==> src/rtl/seg_scan_decoder.sv <==
// Monitors a multiplexed, active-low 4-digit 7-segment bus and recovers the
// displayed value as BCD digits and as a binary number (0..9999).
module seg_scan_decoder #(
  parameter int STABLE_CYCLES = 4
) (
  input  logic        clk,
  input  logic        rst_n,
  input  logic [3:0]  an,
  input  logic [6:0]  seg,
  output logic [13:0] number,
  output logic [15:0] bcd,
  output logic        valid,
  output logic        error
);

  localparam logic [7:0] STABLE_MAX = 8'(STABLE_CYCLES);
  localparam logic [7:0] SAMPLE_AT  = 8'(STABLE_CYCLES - 1);

  typedef enum logic [1:0] {IDLE, CAPTURE, CONVERT} state_t;

  state_t      state, state_next;
  logic [10:0] sync1, sync2, hist;
  logic [7:0]  stable_cnt;
  logic [1:0]  idx, expect_idx, conv_k;
  logic        idx_ok, seg_ok, sample, bad;
  logic [3:0]  digit, digit_sel;
  logic [3:0]  digits [4];
  logic [13:0] acc, acc_next;
  logic        restart, advance, overwrite, abort, finish;

  // Input synchroniser, one-cycle history and stability counter.
  // NOTE: every register here uses <= so all flops see pre-edge values.
  always_ff @(posedge clk or negedge rst_n) begin
    if (!rst_n) begin
      sync1      <= 11'h7FF;
      sync2      <= 11'h7FF;
      hist       <= 11'h7FF;
      stable_cnt <= '0;
    end else begin
      sync1 <= {an, seg};
      sync2 <= sync1;
      hist  <= sync2;
      if (sync2 != hist)                stable_cnt <= '0;
      else if (stable_cnt != STABLE_MAX) stable_cnt <= stable_cnt + 8'd1;
    end
  end

  // NOTE: defaults first so no path through the case leaves a latch.
  always_comb begin
    idx    = 2'd0;
    idx_ok = 1'b1;
    case (hist[10:7])
      4'b1110: idx = 2'd0;
      4'b1101: idx = 2'd1;
      4'b1011: idx = 2'd2;
      4'b0111: idx = 2'd3;
      default: idx_ok = 1'b0;
    endcase
  end

  always_comb begin
    digit  = 4'd0;
    seg_ok = 1'b1;
    case (hist[6:0])
      7'b1000000: digit = 4'd0;
      7'b1111001: digit = 4'd1;
      7'b0100100: digit = 4'd2;
      7'b0110000: digit = 4'd3;
      7'b0011001: digit = 4'd4;
      7'b0010010: digit = 4'd5;
      7'b0000010: digit = 4'd6;
      7'b1111000: digit = 4'd7;
      7'b0000000: digit = 4'd8;
      7'b0010000: digit = 4'd9;
      default:    seg_ok = 1'b0;
    endcase
  end

  assign sample = idx_ok && (stable_cnt == SAMPLE_AT);

  // Frame events; with expect_idx==1 an index-0 sample is an overwrite.
  always_comb begin
    advance   = (state == CAPTURE) && sample && (idx == expect_idx);
    overwrite = (state == CAPTURE) && sample && (idx == expect_idx - 2'd1);
    restart   = sample && (idx == 2'd0) &&
                ((state == IDLE) || ((state == CAPTURE) && !advance && !overwrite));
    abort     = (state == CAPTURE) && sample && !advance && !overwrite && !restart;
    finish    = (state == CONVERT) && (conv_k == 2'd3);
  end

  always_comb begin
    state_next = state;
    case (state)
      IDLE:    if (restart) state_next = CAPTURE;
      CAPTURE: begin
        if (advance && idx == 2'd3) state_next = CONVERT;
        else if (abort)             state_next = IDLE;
      end
      CONVERT: if (finish) state_next = IDLE;
      default: state_next = IDLE;
    endcase
  end

  always_ff @(posedge clk or negedge rst_n) begin
    if (!rst_n) state <= IDLE;
    else        state <= state_next;
  end

  // Horner step, most significant digit first: acc*10 + d(3-k).
  assign digit_sel = digits[~conv_k];
  assign acc_next  = {acc[10:0], 3'b000} + {acc[12:0], 1'b0} + {10'd0, digit_sel};

  always_ff @(posedge clk or negedge rst_n) begin
    if (!rst_n) begin
      for (int i = 0; i < 4; i++) digits[i] <= '0;
      bad        <= 1'b0;
      expect_idx <= '0;
      acc        <= '0;
      conv_k     <= '0;
      number     <= '0;
      bcd        <= '0;
      valid      <= 1'b0;
      error      <= 1'b0;
    end else begin
      valid <= 1'b0;
      error <= abort;
      if (restart) begin
        digits[0]  <= digit;
        bad        <= ~seg_ok;
        expect_idx <= 2'd1;
      end
      if (advance || overwrite) begin
        digits[idx] <= digit;
        if (!seg_ok) bad <= 1'b1;
        if (advance) expect_idx <= expect_idx + 2'd1;
      end
      if (advance && idx == 2'd3) begin
        acc    <= '0;
        conv_k <= '0;
      end
      if (state == CONVERT) begin
        acc    <= acc_next;
        conv_k <= conv_k + 2'd1;
        if (finish) begin
          if (!bad) begin
            number <= acc_next;
            bcd    <= {digits[3], digits[2], digits[1], digits[0]};
            valid  <= 1'b1;
          end else begin
            error <= 1'b1;
          end
        end
      end
    end
  end

endmodule

==> config.mk <==
export PLATFORM = sky130hd
export DESIGN_NAME = seg_scan_decoder
export DESIGN_NICKNAME = d
export VERILOG_FILES = /design/src/rtl/seg_scan_decoder.sv
export SDC_FILE = /design/constraint.sdc
export NUM_CORES = 1
export LEC_CHECK = 0
export CORE_MARGIN = 1
export CORE_UTILIZATION = 50
export DETAILED_ROUTE_END_ITERATION = 8
export GPL_TIMING_DRIVEN = 0
export PLACE_DENSITY_LB_ADDON = 0.15
export SLEW_MARGIN = 5
export SYNTH_ARGS = -nofsm -noshare
export SYNTH_HDL_FRONTEND = slang
export SYNTH_SLANG_ARGS = --single-unit
==> constraint.sdc <==
create_clock -name clk -period 4.1 [get_ports clk]
set_input_delay 0.82 -clock clk [delete_from_list [all_inputs] [get_ports clk]]
set_output_delay 0.82 -clock clk [all_outputs]
set_load 0.05 [all_outputs]
==> results by group <==
Status
  • Outcome: finished, final reports clean

Die
  • Rows: 36
  • Starting Density: 51.7%
  • Die area: 10,600 µm²
  • Core Area: about 9800 µm²
  • Chip height: 103 µm
  • Die W: 103 µm
  • I/O pins: 45

Place
  • Placer Congestion: 0.823
  • Placed Area: 5710 µm²
  • Hpwl dp: ~6500 µm
  • I/O Buffers: 44

Logic synthesis
  • Most frequent cells after synthesis: 86 x nand2_1, 76 x dfrtp_1, 33 x dfstp_2
  • EDFF count, synth: 0
  • Post-synthesis xor/xnor area fraction: 5.69%
  • Share of the synthesized area in the top cell type: ~37%
  • Synth top area cells: dfrtp_1 37%, dfstp_2 17%, nand2_1 6.4%
  • Simple logic cell fraction of the synthesized area: around 14%
  • Synth warnings: 0
  • Largest family of logic cells by synthesized area: simple AND/OR/NAND/NOR gates
  • Mux cell area share after synthesis: just under 6%
  • Synth Net Count: just under 500
  • Syn Inst Count: 441
  • Post-Synth Adder-Cell Area: 6.95%
  • Sequential share of the synthesized area: 54.5%
  • Most frequent cell after synthesis: nand2_1
  • FF+latch count, synth: 109
  • Cell taking the most area after synthesis: dfrtp_1
  • Synth Area in Compound Gates: 10.4%
  • Ys flop type: dfrtp_1
  • Mapped Area: 5080 µm²
  • Post-synth ARST share: 100%
  • Synth Area per Inst: 11.5 µm²
  • Distinct cells, synth: 62

Setup path
  • WS Path Type: reg -> reg
  • Worst-path fanout max: 5
  • Startpoint type of the worst setup path: flop
  • Crit path required time: 4380 ps
  • CP arrival: 3940 ps
  • CP endpoint kind: flop

STA
  • # setup viols final: 0
  • Final Skew: 14.6 ps
  • Crit path time final: between 3000 and 4000 ps
  • Worst-Margin Slew: ~540 ps
  • Max-slew headroom: roughly 64%
  • Crit share post-route: around nine tenths
  • Fmax: 273 MHz
  • Max-slew violation count: 0
  • RSZ-0062 raised after global routing: false
  • Fin. Hold Viols: 0
  • Sum Neg Setup Slack: 0 ps

CTS
  • Clock transition at path regs: around 100 ps
  • Clock Tree Root: clkbuf_8
  • Cts repair resizes: 0
  • Clk sinks: 109
  • # hold bufs at CTS: 0
  • CTS Buf Count: 9
  • Clock buffer depth: 2
  • CTS tree: done
  • Post-CTS Repair Setup Buffers: 0
  • Worst-Skew Late Latency: between 300 and 400 ps
  • Clock H-tree levels: 3

Layout
  • Final-stage net count: 537
  • Sequential cell area: 2770 µm²
  • Antenna diodes: 0
  • Share of layout cells above drive strength 1: ~17%
  • Final instance area: 5920 µm²
  • Area of the multi-input gates: 2190 µm²
  • Synth-to-Final Area Change: 16.6%
  • FILL cells: 851

Pwr
  • PD cells: 317 nW/µm²
  • Leak pwr: 2.79 nW
  • Peak supply drop: 0.306 mV

Routing
  • Avg WL per Cell: 14.1 µm
  • Via density: 5.27
  • DRT iter0 DRCs: 97
  • Drt pass-1 iters: 7
  • Via count: 3,344
  • Drt drc: 0
  • Post-route antenna net violation count: 0
  • DRT Wirelength: 8960 µm

Global routing
  • Vias in the first global route: 3,170
  • Largest net degree at the start of global routing: 68
  • Initial antenna violation count: 0
  • Global-route wire length before repair: 15,100 µm
  • Tot GR Track Use: 19.0%
  • Gr ovfl total: 0

Min path
  • Worst hold path type: reg -> reg

Job
  • Max-cap violations: 0
## path summary, 6_finish.rpt
path / cells past startpoint / slack (ps) / endpoint / startpoint
worst max-delay path: 10 / 440 / acc[8]$_DFFE_PN0P_ / conv_k[0]$_DFFE_PN0P_
worst min-delay path: 0 / 360 / sync2[5]$_DFF_PN1_ / sync1[5]$_DFF_PN1_
worst max register to register: 10 / 440 / acc[8]$_DFFE_PN0P_ / conv_k[0]$_DFFE_PN0P_
worst min register to register: 0 / 360 / sync2[5]$_DFF_PN1_ / sync1[5]$_DFF_PN1_
max in group asynchronous: 2 / 2970 / hist[5]$_DFF_PN1_ / rst_n
min in group asynchronous: 1 / 400 / bcd[0]$_DFFE_PN0P_ / rst_n
## cell families after synthesis
kind of cell | count (synthesis)
AOI/OAI and AO/OA | 72
and+or+nand+nor | 151
DFF | 109
xor gates and xnor gates | 33
adders and majority gates | 27
muxes | 22
buffers and inverters | 27
## cell usage in the layout (no fill, tap or decap), types with 3 or more instances in the layout
| cell type | count |
|---|---|
| nand2_1 | 86 |
| mux2_1 | 4 |
| nor3b_1 | 4 |
| a2bb2o_1 | 5 |
| clkbuf_1 | 14 |
| dfrtp_1 | 76 |
| inv_1 | 7 |
| o21ai_0 | 20 |
| buf_2 | 4 |
| ha_1 | 25 |
| clkbuf_8 | 9 |
| nor4_1 | 4 |
| inv_4 | 4 |
| nor3_1 | 5 |
| nand3_1 | 11 |
| nor2b_1 | 3 |
| mux4_2 | 4 |
| a22o_1 | 5 |
| nand2b_1 | 4 |
| a21o_1 | 4 |
| a21oi_1 | 15 |
| o2bb2ai_1 | 3 |
| clkdlybuf4s50_1 | 43 |
| xor2_1 | 23 |
| dfstp_2 | 33 |
| xnor2_1 | 10 |
| mux2_2 | 14 |
| nor2_1 | 14 |
## routing by layer
layer	track usage, %	part of all wire (%)	vias to the layer above
met4	5.63	1.1	0
met1	25.5	49	1634
li1	-	-	1647
met2	29.5	46	56
met5	0	0	-
met3	6.10	3.9	7
## worst max-delay path: stages, from the launching register on
cell	delay, ps
dfrtp_1	360
clkbuf_1	330
mux4_2	590
fa_1	500
fa_1	480
a21o_1	190
a21oi_1	260
o21bai_1	100
a21oi_1	190
xor2_1	240
a2bb2o_1	300
## report_power, final
| part | total, mW | internal, mW | switching [mW] | leakage [nW] |
|---|---|---|---|---|
| Combinational | 0.0736 | 0.0282 | 0.0453 | 1.27 |
| Clock | 0.692 | 0.323 | 0.369 | 0.114 |
| Sequential | 1.11 | 1.10 | 0.00898 | 1.41 |
| Total | 1.88 | 1.46 | 0.423 | 2.79 |
## layout make-up
| class | instances | share of cell area (%) |
|---|---|---|
| flip-flops and latches | 109 | 46.8 |
| multi-input cells | 305 | 37.0 |
| repair buffers | 45 | 7.86 |
| well taps | 133 | 2.81 |
| clock buffers | 10 | 2.51 |
| plain buffers | 20 | 1.50 |
| clock inverters | 6 | 1.08 |
| inverters | 7 | 0.444 |
## per-stage QoR
| stage | hold WS, ps | util (%) | power (mW) | worst slack, ps | std cells |
|---|---|---|---|---|---|
| floorplan | 345 | - | 1.16 | 793 | 441 |
| global placement | 346 | 57.9 | 1.20 | -1700 | 618 |
| detailed placement | 347 | 58.1 | 1.21 | 437 | 619 |
| CTS | 360 | 60.3 | 1.91 | 417 | 635 |
| global route | 360 | 60.3 | 1.96 | 195 | 635 |
| finish | 357 | 60.3 | 1.88 | 440 | 635 |
(Power assumes the default switching activity.)
